## config.mk

```make
export PLATFORM = sky130hd
export DESIGN_NAME = run_detect_ctrl
export DESIGN_NICKNAME = d
export VERILOG_FILES = /design/src/rtl/run_detect_ctrl.sv
export SDC_FILE = /design/constraint.sdc
export NUM_CORES = 1
export LEC_CHECK = 0
export ABC_AREA = 1
export CELL_PAD_IN_SITES_DETAIL_PLACEMENT = 2
export CELL_PAD_IN_SITES_GLOBAL_PLACEMENT = 2
export CORE_ASPECT_RATIO = 0.9
export CORE_MARGIN = 5
export CORE_UTILIZATION = 31
export DETAILED_ROUTE_END_ITERATION = 6
export PLACE_DENSITY = 0.74
export SLEW_MARGIN = 20
export SYNTH_ARGS = -nofsm -noshare
export SYNTH_HDL_FRONTEND = slang
export SYNTH_SLANG_ARGS = --single-unit
```

## constraint.sdc

```tcl
create_clock -name clk -period 2.4 [get_ports clk]
set_input_delay 0.36 -clock clk [delete_from_list [all_inputs] [get_ports clk]]
set_output_delay 0.36 -clock clk [all_outputs]
set_load 0.02 [all_outputs]
```

## src/rtl/run_detect_ctrl.sv

```systemverilog
// run_detect_ctrl: arms on start, scans a bounded window of valid bits on w,
// flags equal-bit runs of at least the configured length on s and counts
// each qualifying run once. A scan ends on window completion, abort or
// input-starvation timeout, and the end is reported with a one-cycle done.
//
// Ports:
//   clk, reset            rising-edge clock, synchronous active-high reset
//   start, abort          begin scan (IDLE only), terminate scan (RUN only)
//   cfg_len, cfg_mode     run length (0/1 treated as 2), polarity select
//   w_valid, w            serial bit stream with qualifier
//   s                     run flag, updated the cycle after each accepted bit
//   busy, done            scan in progress, one-cycle completion pulse
//   timed_out, aborted    how the last scan ended
//   match_cnt             saturating count of qualifying runs
module run_detect_ctrl #(
    parameter int unsigned WINDOW  = 64,
    parameter int unsigned TIMEOUT = 32,
    parameter int unsigned CNT_W   = 8
) (
    input  logic             clk,
    input  logic             reset,
    input  logic             start,
    input  logic             abort,
    input  logic [3:0]       cfg_len,
    input  logic [1:0]       cfg_mode,
    input  logic             w_valid,
    input  logic             w,
    output logic             s,
    output logic             busy,
    output logic             done,
    output logic             timed_out,
    output logic             aborted,
    output logic [CNT_W-1:0] match_cnt
);

    localparam int unsigned BIT_W  = $clog2(WINDOW + 1);
    localparam int unsigned IDLE_W = $clog2(TIMEOUT + 1);

    localparam logic [1:0] ST_IDLE = 2'd0;
    localparam logic [1:0] ST_RUN  = 2'd1;
    localparam logic [1:0] ST_DONE = 2'd2;

    logic [1:0]        state, state_nxt;
    logic [3:0]        len_q, len_nxt;
    logic [1:0]        mode_q, mode_nxt;
    logic [3:0]        run_cnt, run_cnt_nxt;
    logic              last_bit, last_bit_nxt;
    logic [BIT_W-1:0]  bit_cnt, bit_cnt_nxt;
    logic [IDLE_W-1:0] idle_cnt, idle_cnt_nxt;
    logic              win_end, win_end_nxt;
    logic              s_nxt, busy_nxt, done_nxt, timed_out_nxt, aborted_nxt;
    logic [CNT_W-1:0]  match_cnt_nxt;

    logic [3:0]        run_upd;
    logic              pol_en;
    logic [BIT_W-1:0]  bit_inc;
    logic [IDLE_W-1:0] idle_inc;
    logic [3:0]        len_clamp;
    logic              cnt_full;

    // Run length after accepting w: extend (saturating at 15) or restart at 1
    assign run_upd   = ((run_cnt == 4'd0) || (w == last_bit))
                       ? ((run_cnt == 4'd15) ? 4'd15 : run_cnt + 4'd1)
                       : 4'd1;
    assign pol_en    = (mode_q == 2'b00) || (w ? mode_q[1] : mode_q[0]);
    assign bit_inc   = bit_cnt + BIT_W'(1);
    assign idle_inc  = idle_cnt + IDLE_W'(1);
    assign len_clamp = (cfg_len < 4'd2) ? 4'd2 : cfg_len;
    assign cnt_full  = (match_cnt == {CNT_W{1'b1}});

    // Next-state and next-output logic
    always_comb begin
        state_nxt     = state;
        len_nxt       = len_q;
        mode_nxt      = mode_q;
        run_cnt_nxt   = run_cnt;
        last_bit_nxt  = last_bit;
        bit_cnt_nxt   = bit_cnt;
        idle_cnt_nxt  = idle_cnt;
        win_end_nxt   = win_end;
        s_nxt         = s;
        busy_nxt      = busy;
        done_nxt      = 1'b0;
        timed_out_nxt = timed_out;
        aborted_nxt   = aborted;
        match_cnt_nxt = match_cnt;

        case (state)
            ST_IDLE: begin
                if (start) begin
                    len_nxt       = len_clamp;
                    mode_nxt      = cfg_mode;
                    run_cnt_nxt   = 4'd0;
                    bit_cnt_nxt   = '0;
                    idle_cnt_nxt  = '0;
                    win_end_nxt   = 1'b0;
                    match_cnt_nxt = '0;
                    timed_out_nxt = 1'b0;
                    aborted_nxt   = 1'b0;
                    busy_nxt      = 1'b1;
                    state_nxt     = ST_RUN;
                end
            end
            ST_RUN: begin
                // Window finished last cycle: s for the final bit has been
                // visible for one cycle, now close the scan.
                if (win_end) begin
                    state_nxt = ST_DONE;
                    busy_nxt  = 1'b0;
                    done_nxt  = 1'b1;
                    s_nxt     = 1'b0;
                end else if (abort) begin
                    aborted_nxt = 1'b1;
                    state_nxt   = ST_DONE;
                    busy_nxt    = 1'b0;
                    done_nxt    = 1'b1;
                    s_nxt       = 1'b0;
                end else if (w_valid) begin
                    bit_cnt_nxt  = bit_inc;
                    idle_cnt_nxt = '0;
                    run_cnt_nxt  = run_upd;
                    last_bit_nxt = w;
                    s_nxt        = pol_en && (run_upd >= len_q);
                    // Count only on the transition into len, not while a
                    // saturated run sits at len == 15.
                    if (pol_en && (run_upd == len_q) && (run_upd != run_cnt) && !cnt_full)
                        match_cnt_nxt = match_cnt + CNT_W'(1);
                    if (bit_inc == BIT_W'(WINDOW))
                        win_end_nxt = 1'b1;
                end else begin
                    idle_cnt_nxt = idle_inc;
                    if (idle_inc == IDLE_W'(TIMEOUT)) begin
                        timed_out_nxt = 1'b1;
                        state_nxt     = ST_DONE;
                        busy_nxt      = 1'b0;
                        done_nxt      = 1'b1;
                        s_nxt         = 1'b0;
                    end
                end
            end
            ST_DONE: begin
                state_nxt = ST_IDLE;
            end
            default: begin
                state_nxt = ST_IDLE;
                busy_nxt  = 1'b0;
                s_nxt     = 1'b0;
            end
        endcase
    end

    // State and output registers
    always_ff @(posedge clk) begin
        if (reset) begin
            state     <= ST_IDLE;
            len_q     <= 4'd0;
            mode_q    <= 2'd0;
            run_cnt   <= 4'd0;
            last_bit  <= 1'b0;
            bit_cnt   <= '0;
            idle_cnt  <= '0;
            win_end   <= 1'b0;
            s         <= 1'b0;
            busy      <= 1'b0;
            done      <= 1'b0;
            timed_out <= 1'b0;
            aborted   <= 1'b0;
            match_cnt <= '0;
        end else begin
            state     <= state_nxt;
            len_q     <= len_nxt;
            mode_q    <= mode_nxt;
            run_cnt   <= run_cnt_nxt;
            last_bit  <= last_bit_nxt;
            bit_cnt   <= bit_cnt_nxt;
            idle_cnt  <= idle_cnt_nxt;
            win_end   <= win_end_nxt;
            s         <= s_nxt;
            busy      <= busy_nxt;
            done      <= done_nxt;
            timed_out <= timed_out_nxt;
            aborted   <= aborted_nxt;
            match_cnt <= match_cnt_nxt;
        end
    end

endmodule

```

* Word level (Yosys, flattened, before mapping)
Index checks and enable logic that the tools add are counted.
** Word-level totals
- Memories :: 0
- ROM bits :: 0
- Bits of input ports :: 12
- Output and inout bits :: 13
- Flip-flop bits (word level) :: 40
- Bits in latches :: 0
- RAM bits :: 0
- Logic and storage cells :: 128
** Operators by class
- Bitwise gates (word level) :: 5
- Order comparisons :: 2
- Mux-type cells :: 59
- Equality and inequality tests :: 20
- Shift-type cells :: 0
- Add/subtract/negate cells :: 4
- Reduce and logical (&&, ||, !) cells :: 24
- Div/mod/pow operators :: 0
- $mul :: 0
** Operators by type and width (number)
- 8-bit 2-to-1 mux :: 5
- 4-bit 2-to-1 mux :: 7
- 7-bit 2-to-1 mux :: 4
- 1-bit 2-to-1 mux :: 24
- 6-bit 2-to-1 mux :: 4
- 2-bit inequality test, second input constant :: 8
- 8-bit one-hot mux with 2 select lines :: 1
- 4-bit AND reduction :: 4
- 7-bit one-hot mux with 2 select lines :: 1
- 6-bit one-hot mux with 2 select lines :: 1
- 6-bit AND reduction :: 2
- 2-bit 2-to-1 mux :: 5
- 8-bit by 1-bit adder with 8-bit output, second input constant :: 1
- 8-bit equality test, second input constant :: 1
- 4-bit inequality test, second input constant :: 2
- 1-bit one-hot mux with 2 select lines :: 4
- 4-bit one-hot mux with 2 select lines :: 1
- 7-bit by 1-bit adder with 7-bit output, second input constant :: 1
- 7-bit equality test, second input constant :: 1
- 6-bit by 1-bit adder with 6-bit output, second input constant :: 1
- 6-bit equality test, second input constant :: 1
- 2-bit AND reduction :: 3
- 5-bit inequality test, second input constant :: 1
- 1-bit inverter :: 5
- other kinds (20) :: 26

* Longest topological paths before layout
Gate-level depths: netlist of the first run.
- Depth after elaboration :: 12
- Mapped depth :: 17
- Gate-level depth less buffers :: 16

* Least setup slack after synthesis of the first run
No wires, ideal clock.
- Kind :: reg-to-reg
- Start point :: register run_cnt[0]
- End point :: register match_cnt[5]
- Period minus slack after synthesis :: 2056 ps
- Arrival time :: 1941 ps
- Path slack :: 344 ps
- Data required time :: 2285 ps
- Setup time :: 115 ps
- Buffers on the path :: 1
- Cell stages (with the launch flop) :: 18
- Cell sequence :: dfxtp_1 inv_1 ha_1 nand3_2 nand2_4 nand3_1 inv_1 ha_1 inv_1 nor2_1 nand3_1 nor2_1 o21ai_2 nand2_2 buf_6 nand3_1 nand2_1 nor2_1
** On the way
- Word-level cells in the longest chain between the ends :: 9
- Elaborated cells on any way between the ends :: 13
- Classes of those cells :: 1 x add/sub; 4 x eq/ne; 2 x mux; 6 x reduce/logical
** Ends and longest elaborated chain
- start: declaration :: RTL line 46 : logic [3:0] run_cnt, run_cnt_nxt;
- start signal: assignment :: RTL line 173 : run_cnt <= run_cnt_nxt;
- 4-bit by 1-bit adder with 4-bit output (tied with other cells) :: RTL line 63 : ? ((run_cnt == 4'd15) ? 4'd15 : run_cnt + 4'd1)
- 4-bit 2-to-1 mux / 1-bit logical OR (equally long branches) :: RTL line 63, 62
- 4-bit 2-to-1 mux :: RTL line 63
- 4-bit equality test :: RTL line 126 : if (pol_en && (run_upd == len_q) && (run_upd != run_cnt) && !cnt_full)
- 1-bit logical AND :: RTL line 126
- 1-bit logical AND * (2 in series) :: RTL line 126
- 2-bit inequality test (no line) *
- 6-bit AND reduction (no line) *
- end signal: assignment :: RTL line 183 : match_cnt <= match_cnt_nxt;
- end: declaration :: RTL line 33 : output logic [CNT_W-1:0] match_cnt
Mark *: on every way between the ends. The rest lies on a longest branch, timed or not.
A chain may end at the register's enable or synchronous reset.

* Worst setup path in the final report of the first run
- Start point :: register run_cnt[1]
- End point :: register match_cnt[6]
The elaborated chain is that of the path after synthesis.

==> results of run 1 <==
## power breakdown
part | total [W] | leakage, nW | internal [W] | switching (W)
clock network | 0.000463 | 0.0479 | 0.000203 | 0.000260
logic | 0.000379 | 0.802 | 0.000149 | 0.000230
registers | 0.000734 | 0.327 | 0.000698 | 0.0000360
total | 0.00158 | 1.18 | 0.00105 | 0.000526
## path summary, 6_finish.rpt
check	from	end	depth (start not counted)	slack (ns)
hold reg to reg	idle_cnt[4]	idle_cnt[4]	2	0.48
setup reg to reg	run_cnt[1]	match_cnt[6]	16	0.15
hold / removal	w	last_bit	4	0.47
setup / recovery	run_cnt[1]	match_cnt[6]	16	0.15
## synth_stat cells, drive strengths merged
| cell | number | area, sq um |
|---|---|---|
| o32ai | 2 | 17.5 |
| o22ai | 4 | 25.0 |
| nand4 | 3 | 18.8 |
| inv | 42 | 158 |
| nand3 | 30 | 155 |
| xnor2 | 1 | 8.76 |
| ha | 9 | 113 |
| a22oi | 1 | 7.51 |
| nor2 | 43 | 208 |
| a311oi | 1 | 8.76 |
| o21bai | 1 | 7.51 |
| nand3b | 2 | 15.0 |
| nor3 | 8 | 40.0 |
| and3 | 1 | 6.26 |
| o211ai | 2 | 15.0 |
| a2bb2oi | 1 | 8.76 |
| xor2 | 7 | 61.3 |
| nor3b | 1 | 7.51 |
| o21ai | 18 | 93.8 |
| o2111ai | 1 | 8.76 |
| a21oi | 23 | 115 |
| o211a | 1 | 10.0 |
| buf | 3 | 23.8 |
| a31oi | 4 | 25.0 |
| dfxtp | 40 | 801 |
| nand2 | 59 | 250 |
| clkbuf | 4 | 15.0 |
## final cells by class
cell class	count	area [sq um]
clock buffer	5	68.8
tap	93	116
fill	832	4210
inverter	42	158
clock inverter	3	18.8
timing repair buffer	37	340
sequential	40	808
multi-input combinational	224	1290
## metrics by stage
| stage | power, W | setup WS (ns) | util (%) | cells |
|---|---|---|---|---|
| 6_report | 0.00158 | 0.148 | 40.0 | 444 |
| 5_1_grt | 0.00169 | -0.0182 | 40.0 | 444 |
| 4_1_cts | 0.00158 | 0.0161 | 38.9 | 442 |
| 3_5_place_dp | 0.00112 | -0.237 | 37.6 | 434 |
| 3_3_place_gp | 0.00111 | -0.135 | 37.6 | 434 |
| 2_1_floorplan | 0.000975 | 0.344 | - | 312 |
## repair_timing
action                     CTS  global route
gates cloned                 0             1
gates resized for setup      1            15
setup endpoints to repair    5             8
hold endpoints to repair     0             0
setup buffers                0             1
pin swaps                    0             4
## metal layers
layer	vias up	global-route usage (%)
met1	1071	21.8
met3	7	3.63
met4	0	3.07
met5	-	0
met2	27	26.0
li1	1114	-
## critical path: stages (launching register included)
cell	delay [ns]
dfxtp_4	0.37
inv_1	0.07
ha_1	0.19
nand3_2	0.10
nand2_4	0.07
nand3_1	0.10
inv_1	0.08
ha_4	0.27
inv_1	0.05
nor2_1	0.10
nand3_1	0.11
nor2_2	0.18
o21ai_4	0.12
nand2_4	0.10
buf_4	0.11
a21oi_1	0.05
nor2_1	0.11
## flip-flops by register name, indices dropped and copies added (netlist names), 2 cells and up
name,cells
len_q,4
state,2
mode_q,2
run_cnt,4
bit_cnt,7
idle_cnt,6
match_cnt,8
## cells by family after synthesis
kind of cell / count (synthesis)
compound gates: 59
xor+xnor: 8
fa+ha+maj: 9
buf+inv: 49
flops: 40
simple gates: 147
==> summary.md, run 1 <==
| Metric | Value |
|---|---|
| Synth unique cells | `38` |
| Hold buffer count at CTS | `0` |
| Final setup TNS | `0 ns` |
| DR DRC count | `0` |
| Synthesized area | `2220 sq um` |
| Cell Pwr Density | `563 nW/um^2` |
| Post-synthesis compound-gate area fraction | `15.4%` |
| Max Fclk | `about 0.44 GHz` |
| Max layer used | `met4` |
| Routability cong. | `0.805` |
| Core area | `7000 sq um` |
| Global-route wire length before repair | `11700 um` |
| Commonest non-fill, non-tap cells in the layout | `54 x nand2_1, 38 x dfxtp_1, 37 x inv_1, 37 x nor2_1, 28 x nand3_1` |
| Post-synthesis xor/xnor area fraction | `3.15%` |
| Critical path required time | `2.64 ns` |
| Ports | `25` |
| Design area | `about 2800 sq um` |
| Final Setup Violations | `0` |
| Startpoint class of the critical path | `flop` |
| Synth Area in Simple Gates | `roughly a third` |
| DR WL met2 | `3330 um` |
| I/O Buffers | `24` |
| Layout area overhead | `25.8%` |
| Die X | `99.3 um` |
| DP HPWL | `5180 um` |
| CTS tree | `built` |
| Htree depth | `2` |
| Post-DR wirelength/cell | `15.5 um` |
| Wl on met1 | `3260 um` |
| Initial antenna violation count | `0` |
| Routed WL | `6890 um` |
| Met3 WL | `between 200 and 250 um` |
| Synthesized net count | `~330` |
| Clk_skew | `0.00775 ns` |
| Via Count | `~2200` |
| Worst Path Arrival | `2.49 ns` |
| Sequential area share after synthesis | `36.0%` |
| GRT overflow | `0` |
| Worst-case clock buffer depth | `2` |
| Final #Nets | `371` |
| Height of the die | `about 90 um` |
| Main combinational cell family by area after synthesis | `simple AND/OR/NAND/NOR gates` |
| Share of layout cells above drive strength 1 | `13.1%` |
| Clock period minus worst slack | `~2.3 ns` |
| Root Buffer | `clkbuf_8` |
| Number of global-route vias before repair | `2359` |
| Peak fanout along the critical path | `5` |
| Pin count of the biggest net entering global routing | `17` |
| Worst setup EP type | `flop` |
| Max-Cap Viols | `0` |
| Clock sinks | `40` |
| Hold WC Path Type | `in -> reg` |
| Final-report max-slew violation count | `0` |
| Mapped Avg Cell Area | `a little over 7 sq um` |
| Status | `completed` |
| Synthesized flop and latch total | `40` |
| Row Count | `29` |
| Diodes inserted | `0` |
| Die area | `8970 sq um` |
| Synth Instances | `312` |
| Max VDD drop | `0.258 mV` |
| CP Class | `reg -> reg` |
| Placed cell areas | `2630 sq um` |
| Hold Slack | `0.466 ns` |
| Final hold vios | `0` |
| Initial Util | `31.7%` |
| Adder-cell share of the synthesized area | `between 5 and 6%` |
| DRT iter0 DRCs | `49` |
| CTS clk-pin slew, worst paths | `0.09 ns` |
| Total track usage | `~16%` |
| Post-synthesis mux area share | `0%` |
| Fin crit share | `a little over nine tenths` |
| Antenna viol nets, final | `0` |
| Via density | `around 5` |
| Leak | `1.18 nW` |
| Pre-antenna DRT Iters | `6` |
| CTS buffer count | `5` |
| Relative max-transition margin | `73.9%` |
| Commonest non-fill, non-tap cell in the layout | `nand2_1` |
| Actual slew at the worst max-slew pin | `roughly 0.4 ns` |
| Clk_lat worst skew | `0.30 ns` |
| YS warnings | `0` |
No activity file was read; power rests on OpenSTA's default activity.
==> run 2: changes to the inputs <==
Settings changed: GPL_ROUTABILITY_DRIVEN set to 0, PLACE_DENSITY 0.74 to 0.76.
==> run 2 against run 1 <==
Against the previous run:
- via count increased by 0.23%
- combinational power about the same
- critical path depth unchanged
- critical endpoint is now match_cnt[0]
==> summary.md, run 2 (synthesis results as in run 1) <==
| Metric | Value |
|---|---|
| Pre-antenna DRT Iters | `4` |
| Number of global-route vias before repair | `2446` |
| Fin crit share | `93.7%` |
| Die area | `8970 sq um` |
| Cell Pwr Density | `616 nW/um^2` |
| Die X | `99.3 um` |
| Worst setup EP type | `flop` |
| Worst reg2reg startpoint | `run_cnt[0]` |
| Clk_lat worst skew | `roughly 0.3 ns` |
| Pin count of the biggest net entering global routing | `17` |
| Buffers & Inverters on Critical Path | `4` |
| DP HPWL | `roughly 5200 um` |
| Ports | `25` |
| Clock period minus worst slack | `~2.2 ns` |
| DRT iter0 DRCs | `49` |
| Max Fclk | `0.445 GHz` |
| Final Power | `0.00174 W` |
| Initial Util | `31.7%` |
| Via density | `around 5` |
| Core area | `7000 sq um` |
| Max-Cap Viols | `0` |
| Placed insts | `434` |
| CP top delay family | `simple AND/OR/NAND/NOR gates` |
| Clock sinks | `40` |
| Actual slew at the worst max-slew pin | `about 0.56 ns` |
| Via Count | `2224` |
| CTS tree | `built` |
| Routed WL | `7040 um` |
| Worst R2R End | `match_cnt[0]` |
| Flop-to-flop setup slack | `0.15 ns` |
| Hold Path Sink | `last_bit` |
| Total track usage | `16.2%` |
| Leak | `1.19 nW` |
| Hold WC Path Type | `in -> reg` |
| CTS buffer count | `5` |
| CP Class | `reg -> reg` |
| Critical path required time | `about 2.6 ns` |
| Setup crit start | `run_cnt[0]` |
| Layout area overhead | `27.1%` |
| Status | `completed` |
| I/O Buffers | `24` |
| Max VDD drop | `0.290 mV` |
| Share of layout cells above drive strength 1 | `14.2%` |
| Min-Delay Startpoint | `w` |
| Final setup TNS | `0 ns` |
| Startpoint class of the critical path | `flop` |
| Fill count | `832` |
| Htree depth | `2` |
| Final Setup Violations | `0` |
| Row Count | `29` |
| Initial antenna violation count | `0` |
| DR DRC count | `0` |
| Top flop regs | `match_cnt (8), bit_cnt (7), idle_cnt (6)` |
| Root Buffer | `clkbuf_8` |
| Peak fanout along the critical path | `4` |
| CP max stage delay | `0.37 ns` |
| Relative max-transition margin | `62.9%` |
| Hold Slack | `roughly 0.48 ns` |
| Reg with most FFs | `match_cnt` |
| Commonest non-fill, non-tap cell in the layout | `nand2_1` |
| Final #Nets | `371` |
| Antenna viol nets, final | `0` |
| Final cell count without fillers | `444` |
| Cells along the critical path | `inv_2 > ha_1 > inv_2 > nand2_2 > nand2_2 > inv_1 > ha_4 > nand2_1 > nor2_1 > nand3_1 > nor2_2 > o21ai_2 > buf_4 > o21ai_1 > nand2_1 > nor2_1` |
| Path depth of the worst reg2reg path | `16` |
| Worst Path Arrival | `approximately 2.5 ns` |
| Height of the die | `90.3 um` |
| Critical path's slowest cell | `dfxtp_4` |
| Worst-case clock buffer depth | `2` |
| Final-report max-slew violation count | `0` |
| Max reg flops | `8` |
| Hold buffer count at CTS | `0` |
| GRT overflow | `0` |
| Diodes inserted | `0` |
| Post-DR wirelength/cell | `15.9 um` |
| Global-route wire length before repair | `11900 um` |
| Hold Path Cell Cnt | `4` |
| Commonest non-fill, non-tap cells in the layout | `53 x nand2_1, 38 x dfxtp_1, 37 x nor2_1` |
| CTS clk-pin slew, worst paths | `~0.09 ns` |
| Final hold vios | `0` |
| Clk_skew | `0.00807 ns` |
run 2: changes by cell type in the layout (fill, tap and decap cells not counted), sizes merged:
cell	change
clkinv	-3
nand2	-1
bufinv	+1
buf	+1
clkbuf	+2
run 2: stage by stage:
stage          cell area, sq um  setup slack (ns)  utilization (%)
2_1_floorplan              2220             0.344                -
3_3_place_gp               2630           -0.0900             37.6
3_5_place_dp               2630            -0.261             37.6
4_1_cts                    2770            0.0452             39.5
5_1_grt                    2830           -0.0166             40.3
6_report                   2830             0.151             40.3
run 2: final cells by class:
type | instances | area, sq um | share of cell area (%)
sequential | 40 | 808 | 28.6
multi-input combinational | 223 | 1270 | 44.9
inverter | 42 | 158 | 5.58
clock inverter | 1 | 30.0 | 1.06
clock buffer | 7 | 96.3 | 3.41
tap | 93 | 116 | 4.12
timing repair buffer | 38 | 348 | 12.3
run 2: where the power goes:
group | switching (W) | total (W) | internal [W]
Combinational | 0.000230 | 0.000378 | 0.000148
Clock | 0.000258 | 0.000626 | 0.000368
Sequential | 0.0000378 | 0.000736 | 0.000698
Total | 0.000526 | 0.00174 | 0.00121
run 2: worst max path at each step:
stage                   end  cells after the start  slack [ns]
6_report       match_cnt[0]                     16        0.15
3_3_place_gp   match_cnt[6]                     17       -0.09
2_1_floorplan  match_cnt[5]                     17        0.34
5_1_grt        match_cnt[0]                     16       -0.02
4_1_cts        match_cnt[0]                     16        0.05
3_5_place_dp   match_cnt[7]                     17       -0.26
run 2: layer usage:
| metal | GRT usage (%) | wire length [um] | vias to the layer above |
|---|---|---|---|
| met1 | 21.0 | 3440 | 1090 |
| met3 | 2.78 | 143 | 4 |
| met5 | 0 | 0 | - |
| li1 | - | - | 1108 |
| met4 | 3.41 | 53 | 0 |
| met2 | 28.1 | 3410 | 22 |
run 2: worst reg2reg max path: stages, from the launching register on:
cell	delay (ns)
dfxtp_4	0.37
inv_2	0.05
ha_1	0.30
inv_2	0.05
nand2_2	0.05
nand2_2	0.07
inv_1	0.07
ha_4	0.27
nand2_1	0.06
nor2_1	0.11
nand3_1	0.12
nor2_2	0.14
o21ai_2	0.08
buf_4	0.14
o21ai_1	0.11
nand2_1	0.07
nor2_1	0.11
run 2: timing repair:
item	4_1_cts	5_1_grt
pin swaps	0	6
resized for setup	3	16
setup endpoints to repair	8	8
buffers inserted	0	2
